`config.mk`:
```
export PLATFORM = sky130hd
export DESIGN_NAME = cmul_seq_ctrl
export DESIGN_NICKNAME = d
export VERILOG_FILES = /design/src/rtl/cmul_pkg.sv /design/src/rtl/cmul_addsub.sv /design/src/rtl/cmul_seq_ctrl.sv
export SDC_FILE = /design/constraint.sdc
export NUM_CORES = 1
export LEC_CHECK = 0
export ABC_AREA = 1
export BUFFER_PORTS_ARGS = -buffer_cell sky130_fd_sc_hd__clkbuf_2
export CELL_PAD_IN_SITES_DETAIL_PLACEMENT = 1
export CELL_PAD_IN_SITES_GLOBAL_PLACEMENT = 2
export CORE_MARGIN = 2
export CORE_UTILIZATION = 32
export DETAILED_ROUTE_END_ITERATION = 7
export GPL_ROUTABILITY_DRIVEN = 0
export PLACE_DENSITY_LB_ADDON = 0.1
export RECOVER_POWER = 100
export REMOVE_ABC_BUFFERS = 1
export SLEW_MARGIN = 40
export SYNTH_ARGS = -nofsm -noshare
export SYNTH_HDL_FRONTEND = slang
export SYNTH_HIERARCHICAL = 1
export SYNTH_SLANG_ARGS = --single-unit
```
`constraint.sdc`:
```
create_clock -name clk -period 7.07 [get_ports clk]
set_input_delay 0.707 -clock clk [delete_from_list [all_inputs] [get_ports clk]]
set_output_delay 0.707 -clock clk [all_outputs]
set_load 0.01 [all_outputs]
```
`src/rtl/cmul_pkg.sv`:
```
// Shared definitions for the complex-multiplier sequencer: FSM state encoding
// and add/sub select codes.
package cmul_pkg;

  typedef enum logic [2:0] {
    IDLE  = 3'd0,
    S_AC  = 3'd1,
    S_BD  = 3'd2,
    S_AD  = 3'd3,
    S_BC  = 3'd4,
    S_OUT = 3'd5
  } state_t;

  localparam logic OP_ADD = 1'b0;
  localparam logic OP_SUB = 1'b1;

endpackage

```
`src/rtl/cmul_addsub.sv`:
```
// Two's complement add/subtract built from 4-bit carry-lookahead groups.
// Subtraction inverts b and injects a carry of 1 into the lowest group.
module cmul_addsub
  import cmul_pkg::*;
#(
  parameter int W = 17
) (
  input  logic [W-1:0] a,
  input  logic [W-1:0] b,
  input  logic         op,
  output logic [W-1:0] y
);

  localparam int NG = (W + 3) / 4;

  logic [W-1:0]    bx;
  logic [W-1:0]    g;
  logic [W-1:0]    p;
  logic [W-1:0]    c;
  logic [NG-1:0]   gc;
  logic [NG-2:0]   grp_g;
  logic [NG-2:0]   grp_p;

  always_comb begin
    bx = (op == OP_SUB) ? ~b : b;
    g  = a & bx;
    p  = a ^ bx;

    // Group generate/propagate; the top group's carry-out is never needed.
    grp_g = '0;
    grp_p = '0;
    for (int k = 0; k < NG - 1; k++) begin
      grp_p[k] = 1'b1;
      for (int j = 4 * k; j < 4 * k + 4; j++) begin
        grp_g[k] = g[j] | (p[j] & grp_g[k]);
        grp_p[k] = grp_p[k] & p[j];
      end
    end

    gc    = '0;
    gc[0] = (op == OP_SUB);
    for (int k = 1; k < NG; k++) begin
      gc[k] = grp_g[k-1] | (grp_p[k-1] & gc[k-1]);
    end

    c = '0;
    for (int i = 0; i < W; i++) begin
      if (i % 4 == 0) begin
        c[i] = gc[i/4];
      end else begin
        c[i] = g[i-1] | (p[i-1] & c[i-1]);
      end
    end

    y = p ^ c;
  end

endmodule

```
`src/rtl/cmul_seq_ctrl.sv`:
```
// Complex multiply sequencer sharing one external multiplier and one add/sub unit.
// Optional CMUL_CONJ_EN adds in_conj, selecting A*conj(B) per operation.
module cmul_seq_ctrl
  import cmul_pkg::*;
#(
  parameter int DW = 8
) (
  input  logic            clk,
  input  logic            rst_n,
  // Handshakes: a transfer happens on a rising edge where valid and ready are
  // both high; valid is held with stable data until that edge.
  input  logic            in_valid,
  output logic            in_ready,
  input  logic [DW-1:0]   ar,
  input  logic [DW-1:0]   ai,
  input  logic [DW-1:0]   br,
  input  logic [DW-1:0]   bi,
`ifdef CMUL_CONJ_EN
  input  logic            in_conj,
`endif
  output logic [DW-1:0]   mul_x,
  output logic [DW-1:0]   mul_y,
  input  logic [2*DW-1:0] mul_p,
  output logic            out_valid,
  input  logic            out_ready,
  output logic [2*DW:0]   re,
  output logic [2*DW:0]   im,
  output logic [15:0]     op_count,
  output state_t          dbg_state
);

  localparam int RW = 2 * DW + 1;

  state_t        state;
  logic [DW-1:0] ar_q;
  logic [DW-1:0] ai_q;
  logic [DW-1:0] br_q;
  logic [DW-1:0] bi_q;
  logic          conj_q;
  logic [RW-1:0] acc_a;
  logic [RW-1:0] prod_ext;
  logic [RW-1:0] sum;
  logic          op_sel;

`ifndef CMUL_CONJ_EN
  assign conj_q = 1'b0;
`endif

  assign prod_ext  = {mul_p[2*DW-1], mul_p};
  assign dbg_state = state;

  // First step of each part starts from zero; conjugate flips the sign of bd and ad.
  always_comb begin
    acc_a  = '0;
    op_sel = OP_ADD;
    case (state)
      S_BD: begin
        acc_a  = re;
        op_sel = conj_q ? OP_ADD : OP_SUB;
      end
      S_AD:    op_sel = conj_q ? OP_SUB : OP_ADD;
      S_BC:    acc_a  = im;
      default: ;
    endcase
  end

  cmul_addsub #(.W(RW)) u_addsub (
    .a  (acc_a),
    .b  (prod_ext),
    .op (op_sel),
    .y  (sum)
  );

  // Multiplier operands are registered one step ahead so mul_p matches the current state.
  always_ff @(posedge clk) begin
    if (!rst_n) begin
      state     <= IDLE;
      in_ready  <= 1'b1;
      out_valid <= 1'b0;
      re        <= '0;
      im        <= '0;
      op_count  <= '0;
      mul_x     <= '0;
      mul_y     <= '0;
      ar_q      <= '0;
      ai_q      <= '0;
      br_q      <= '0;
      bi_q      <= '0;
`ifdef CMUL_CONJ_EN
      conj_q    <= 1'b0;
`endif
    end else begin
      case (state)
        IDLE: begin
          if (in_valid && in_ready) begin
            ar_q     <= ar;
            ai_q     <= ai;
            br_q     <= br;
            bi_q     <= bi;
`ifdef CMUL_CONJ_EN
            conj_q   <= in_conj;
`endif
            mul_x    <= ar;
            mul_y    <= br;
            in_ready <= 1'b0;
            state    <= S_AC;
          end
        end
        S_AC: begin
          re    <= sum;
          mul_x <= ai_q;
          mul_y <= bi_q;
          state <= S_BD;
        end
        S_BD: begin
          re    <= sum;
          mul_x <= ar_q;
          mul_y <= bi_q;
          state <= S_AD;
        end
        S_AD: begin
          im    <= sum;
          mul_x <= ai_q;
          mul_y <= br_q;
          state <= S_BC;
        end
        S_BC: begin
          im        <= sum;
          mul_x     <= '0;
          mul_y     <= '0;
          out_valid <= 1'b1;
          state     <= S_OUT;
        end
        S_OUT: begin
          if (out_ready) begin
            out_valid <= 1'b0;
            op_count  <= op_count + 16'd1;
            in_ready  <= 1'b1;
            state     <= IDLE;
          end
        end
        default: begin
          out_valid <= 1'b0;
          in_ready  <= 1'b1;
          mul_x     <= '0;
          mul_y     <= '0;
          state     <= IDLE;
        end
      endcase
    end
  end

endmodule
```
==> metrics.md <==
| Metric | Value |
|---|---|
| Status | `finished with violations` |
| Failing checks | `max-capacitance violations, max-slew violations` |
| Hpwl dp | `approximately 12,000 um` |
| Via density | `4.796` |
| DRT Pass-1 Iters | `4` |
| Final Max Slew Viols | `39` |
| Final hold vios | `0` |
| Top-area cell type share of the netlist area | `0.3795` |
| Clk buf depth | `2` |
| Final design utilization | `0.3780` |
| Clk_lat worst skew | `roughly 360 ps` |
| FF+latch count, synth | `103` |
| FP Rows | `47` |
| Final setup margin | `1740 ps` |
| Port bufs | `122` |
| Synth top cells by count | `186 x nand2_1, 103 x dfxtp_1, 82 x a21oi_1` |
| Post-synth ARST share | `0` |
| Family with the most delay on the worst path | `adder cells` |
| CTS tree | `yes` |
| DRC viols | `0` |
| Reg2Reg Depth | `22` |
| Synth Warn # | `6` |
| Vias in the first global route | `between 5,000 and 6,000` |
| Crit. Startpoint | `dbg_state[1]` |
| Rel. slew slack | `-0.01935` |
| Tmin final | `about 5300 ps` |
| Fraction of power spent switching nets | `0.4465` |
| Least-Margin Pin Slew | `between 1500 and 2000 ps` |
| Cells after Synth | `~750` |
| CP max stage cell | `inv_2` |
| P&R area growth vs syn | `15.36%` |
| Sequential Power Share | `0.354` |
| Max VDD drop | `0.1380 mV` |
| Power Total | `between 2 and 2.5 mW` |
| Die H | `134.3 um` |
| Leak pwr | `roughly 2.6 nW` |
| Combinational Power Share | `0.429` |
| Initial antenna violation count | `1` |
| Initial Util | `0.3277` |
| Total grt overflow | `0` |
| Worst hold path type | `reg -> reg` |
| Reg2Reg Setup Slack | `~1700 ps` |
| RR Endpoint | `re[15]` |
| CTS Buf Count | `9` |
| Mean Syn Cell Area | `just over 7 um2` |
| Via count | `between 5,000 and 6,000` |
| Max H-tree Level | `3` |
| Slowest Stage Delay on Critical Path | `between 800 and 900 ps` |
| Buf/Inv on CP | `3` |
| Post-cts sizing count | `0` |
| I/O pin cnt | `123` |
| CTS root buf | `clkbuf_16` |
| Sink Count | `slightly above 100` |
| First-pass GRT wire length | `between 20,000 and 30,000 um` |
| Final ANT Viol Nets | `0` |
| Crit Path Class | `reg -> reg` |
| Crit Reg-Reg Startpoint | `dbg_state[1]` |
| Post-CTS Setup Inserts | `0` |
| Post-synthesis cell area | `between 5000 and 6000 um2` |
| Setup WS pre-CTS | `between 2000 and 2500 ps` |
| Layout cells sized above 1 | `0.1064` |
| Die X | `134.3 um` |
| Startpoint types | `flip-flop` |
| # hold bufs at CTS | `0` |
| Storage element area | `2062 um2` |
| Clock slew at reported path FFs | `about 80 ps` |
| Most frequent CP cell | `nand2_1` |
| Crit path cell chain | `nand3_1, inv_2, xnor2_1, inv_1, ha_1, nand2_1, nand2_1, nand2_1, nand2_1, nand2_1, nand2_1, nand2_1, nand2_1, nand2_1, nand2_1, inv_1, fa_1, fa_1, fa_1, xnor2_1, o21ai_0, a21oi_1` |
| P_int | `1.259 mW` |
| Netlist cell types | `36` |
| Post-synth EDFFs | `0` |
| Crit path depth | `22` |
| Final Skew | `about 9.3 ps` |
| RSZ-0062 raised after global routing | `false` |
| Clock share of power | `0.217` |
| Total Nets Final | `slightly above 900` |
| Fillers | `about 2,200` |
| Crit path to | `re[15]` |
| Top cells by area, synth | `dfxtp_1 38%, nand2_1 13%, a21oi_1 7.6%` |
| Per-cell routed wire length | `around 16 um` |
| WL final | `roughly 17,000 um` |
| Max-cap violations | `1` |
| Fmax | `0.1876 GHz` |
| Final setup TNS | `0 ps` |
| Critical Path RT | `between 7000 and 8000 ps` |
| Die Footprint | `between 15,000 and 20,000 um2` |
| Switching power | `between 1 and 1.5 mW` |
| Largest net degree at the start of global routing | `54` |
| Global Route Usage Sum | `0.1908` |
| Multi-input gate area | `2771 um2` |
| Final hold slack | `around 460 ps` |
| Total core area | `between 15,000 and 20,000 um2` |
| Cell area power density | `~360 nW/um2` |
| Crit. End Element | `flip-flop` |
| Final setup fails | `0` |
| Critical path arrival | `5620 ps` |
| Initial DRC Count | `between 200 and 250` |
| Cell with the most instances after synthesis | `nand2_1` |
| CP max FO | `24` |
| Most area-hungry cell type in the Yosys netlist | `dfxtp_1` |
| Final Cycle Share | `0.7539` |
| Dominant synthesized flop cell | `dfxtp_1` |
| Seq/Total Area, Yosys | `0.3795` |
==> layout by cell type, fill, tap and decap left out, types with 11 or more instances in the layout <==
| cell | count |
|---|---|
| clkbuf_2 | 51 |
| nand2_1 | 191 |
| xnor2_1 | 16 |
| o21ai_0 | 60 |
| dfxtp_1 | 103 |
| nor2_1 | 65 |
| nand3_1 | 46 |
| inv_1 | 76 |
| ha_1 | 17 |
| clkbuf_1 | 72 |
| fa_1 | 11 |
| a21oi_1 | 82 |
==> area by class of cell <==
class,count,share of cell area
Multi-Input combinational cell,524,0.4421
Sequential cell,103,0.3289
Timing Repair Buffer,125,0.08623
Inverter,88,0.05389
Tap cell,220,0.04391
Clock buffer,9,0.03593
Clock inverter,6,0.008583
Antenna cell,1,0.0003992
==> worst min path at each step <==
stage / startpoint / endpoint / slack [ps] / depth (start not counted)
2_1_floorplan: ar_q[3] / ar_q[3] / 430 / 2
3_3_place_gp: ar_q[5] / ar_q[5] / 440 / 2
3_5_place_dp: ar_q[3] / ar_q[3] / 450 / 2
4_1_cts: ar_q[6] / ar_q[6] / 470 / 2
5_1_grt: ar_q[3] / ar_q[3] / 490 / 2
6_report: ar_q[3] / ar_q[3] / 460 / 2
==> kinds of logic (layout without fill, tap and decap cells) <==
logic type               after synthesis  in the layout  share of synthesized area
AND/OR/NAND/NOR                      320            320                     0.2567
buffers and inverters                120            228                    0.09693
AO/OA/AOI/OAI                        151            151                     0.1439
XOR/XNOR                              24             24                    0.04145
flip-flops                           103            103                     0.3795
other                                  0              1                          0
multiplexers                           1              1                   0.001842
adder cells (fa/ha/maj)               28             28                    0.07967
==> routing by layer <==
metal / part of all wire / vias to the layer above / wire length, um / global-route usage
li1: - / 2585 / - / -
met1: 0.48 / 2462 / 7978 / 0.2416
met2: 0.47 / 96 / 7905 / 0.3294
met3: 0.033 / 18 / 555 / 0.03364
met4: 0.019 / 0 / 310 / 0.06140
met5: 0 / - / 0 / 0
==> power groups by stage <==
stage	Sequential, mW	Combinational [mW]	Clock (mW)
final	0.806	0.975	0.494
after global routing	0.825	1.11	0.536
after CTS	0.810	1.04	0.513
after detailed placement	0.822	1.03	0
after global placement	0.815	1.00	0
after floorplan	0.858	0.604	0
==> state kept, by name, indices dropped and copies added (netlist names), 8 cells and up <==
name      cells
mul_x         8
bi_q          8
op_count     16
ai_q          8
br_q          8
ar_q          8
im           17
re           17
mul_y         8
==> worst register-to-register path, stage by stage, from the launching register on <==
cell and delay, ps:
dfxtp_1 430, nand3_1 810, inv_2 890, xnor2_1 240
inv_1 80, ha_1 300, nand2_1 70, nand2_1 70
nand2_1 70, nand2_1 70, nand2_1 50, nand2_1 110
nand2_1 60, nand2_1 70, nand2_1 50, nand2_1 80
inv_1 60, fa_1 410, fa_1 430, fa_1 420
xnor2_1 220, o21ai_0 120, a21oi_1 130
==> stage by stage <==
step / instances / area, um2
final: 1076 / 6269
after global routing: 1076 / 6269
after CTS: 1075 / 6435
after detailed placement: 1060 / 6156
after global placement: 1060 / 6153
after floorplan: 715 / 5245
(Power assumes the default switching activity.)
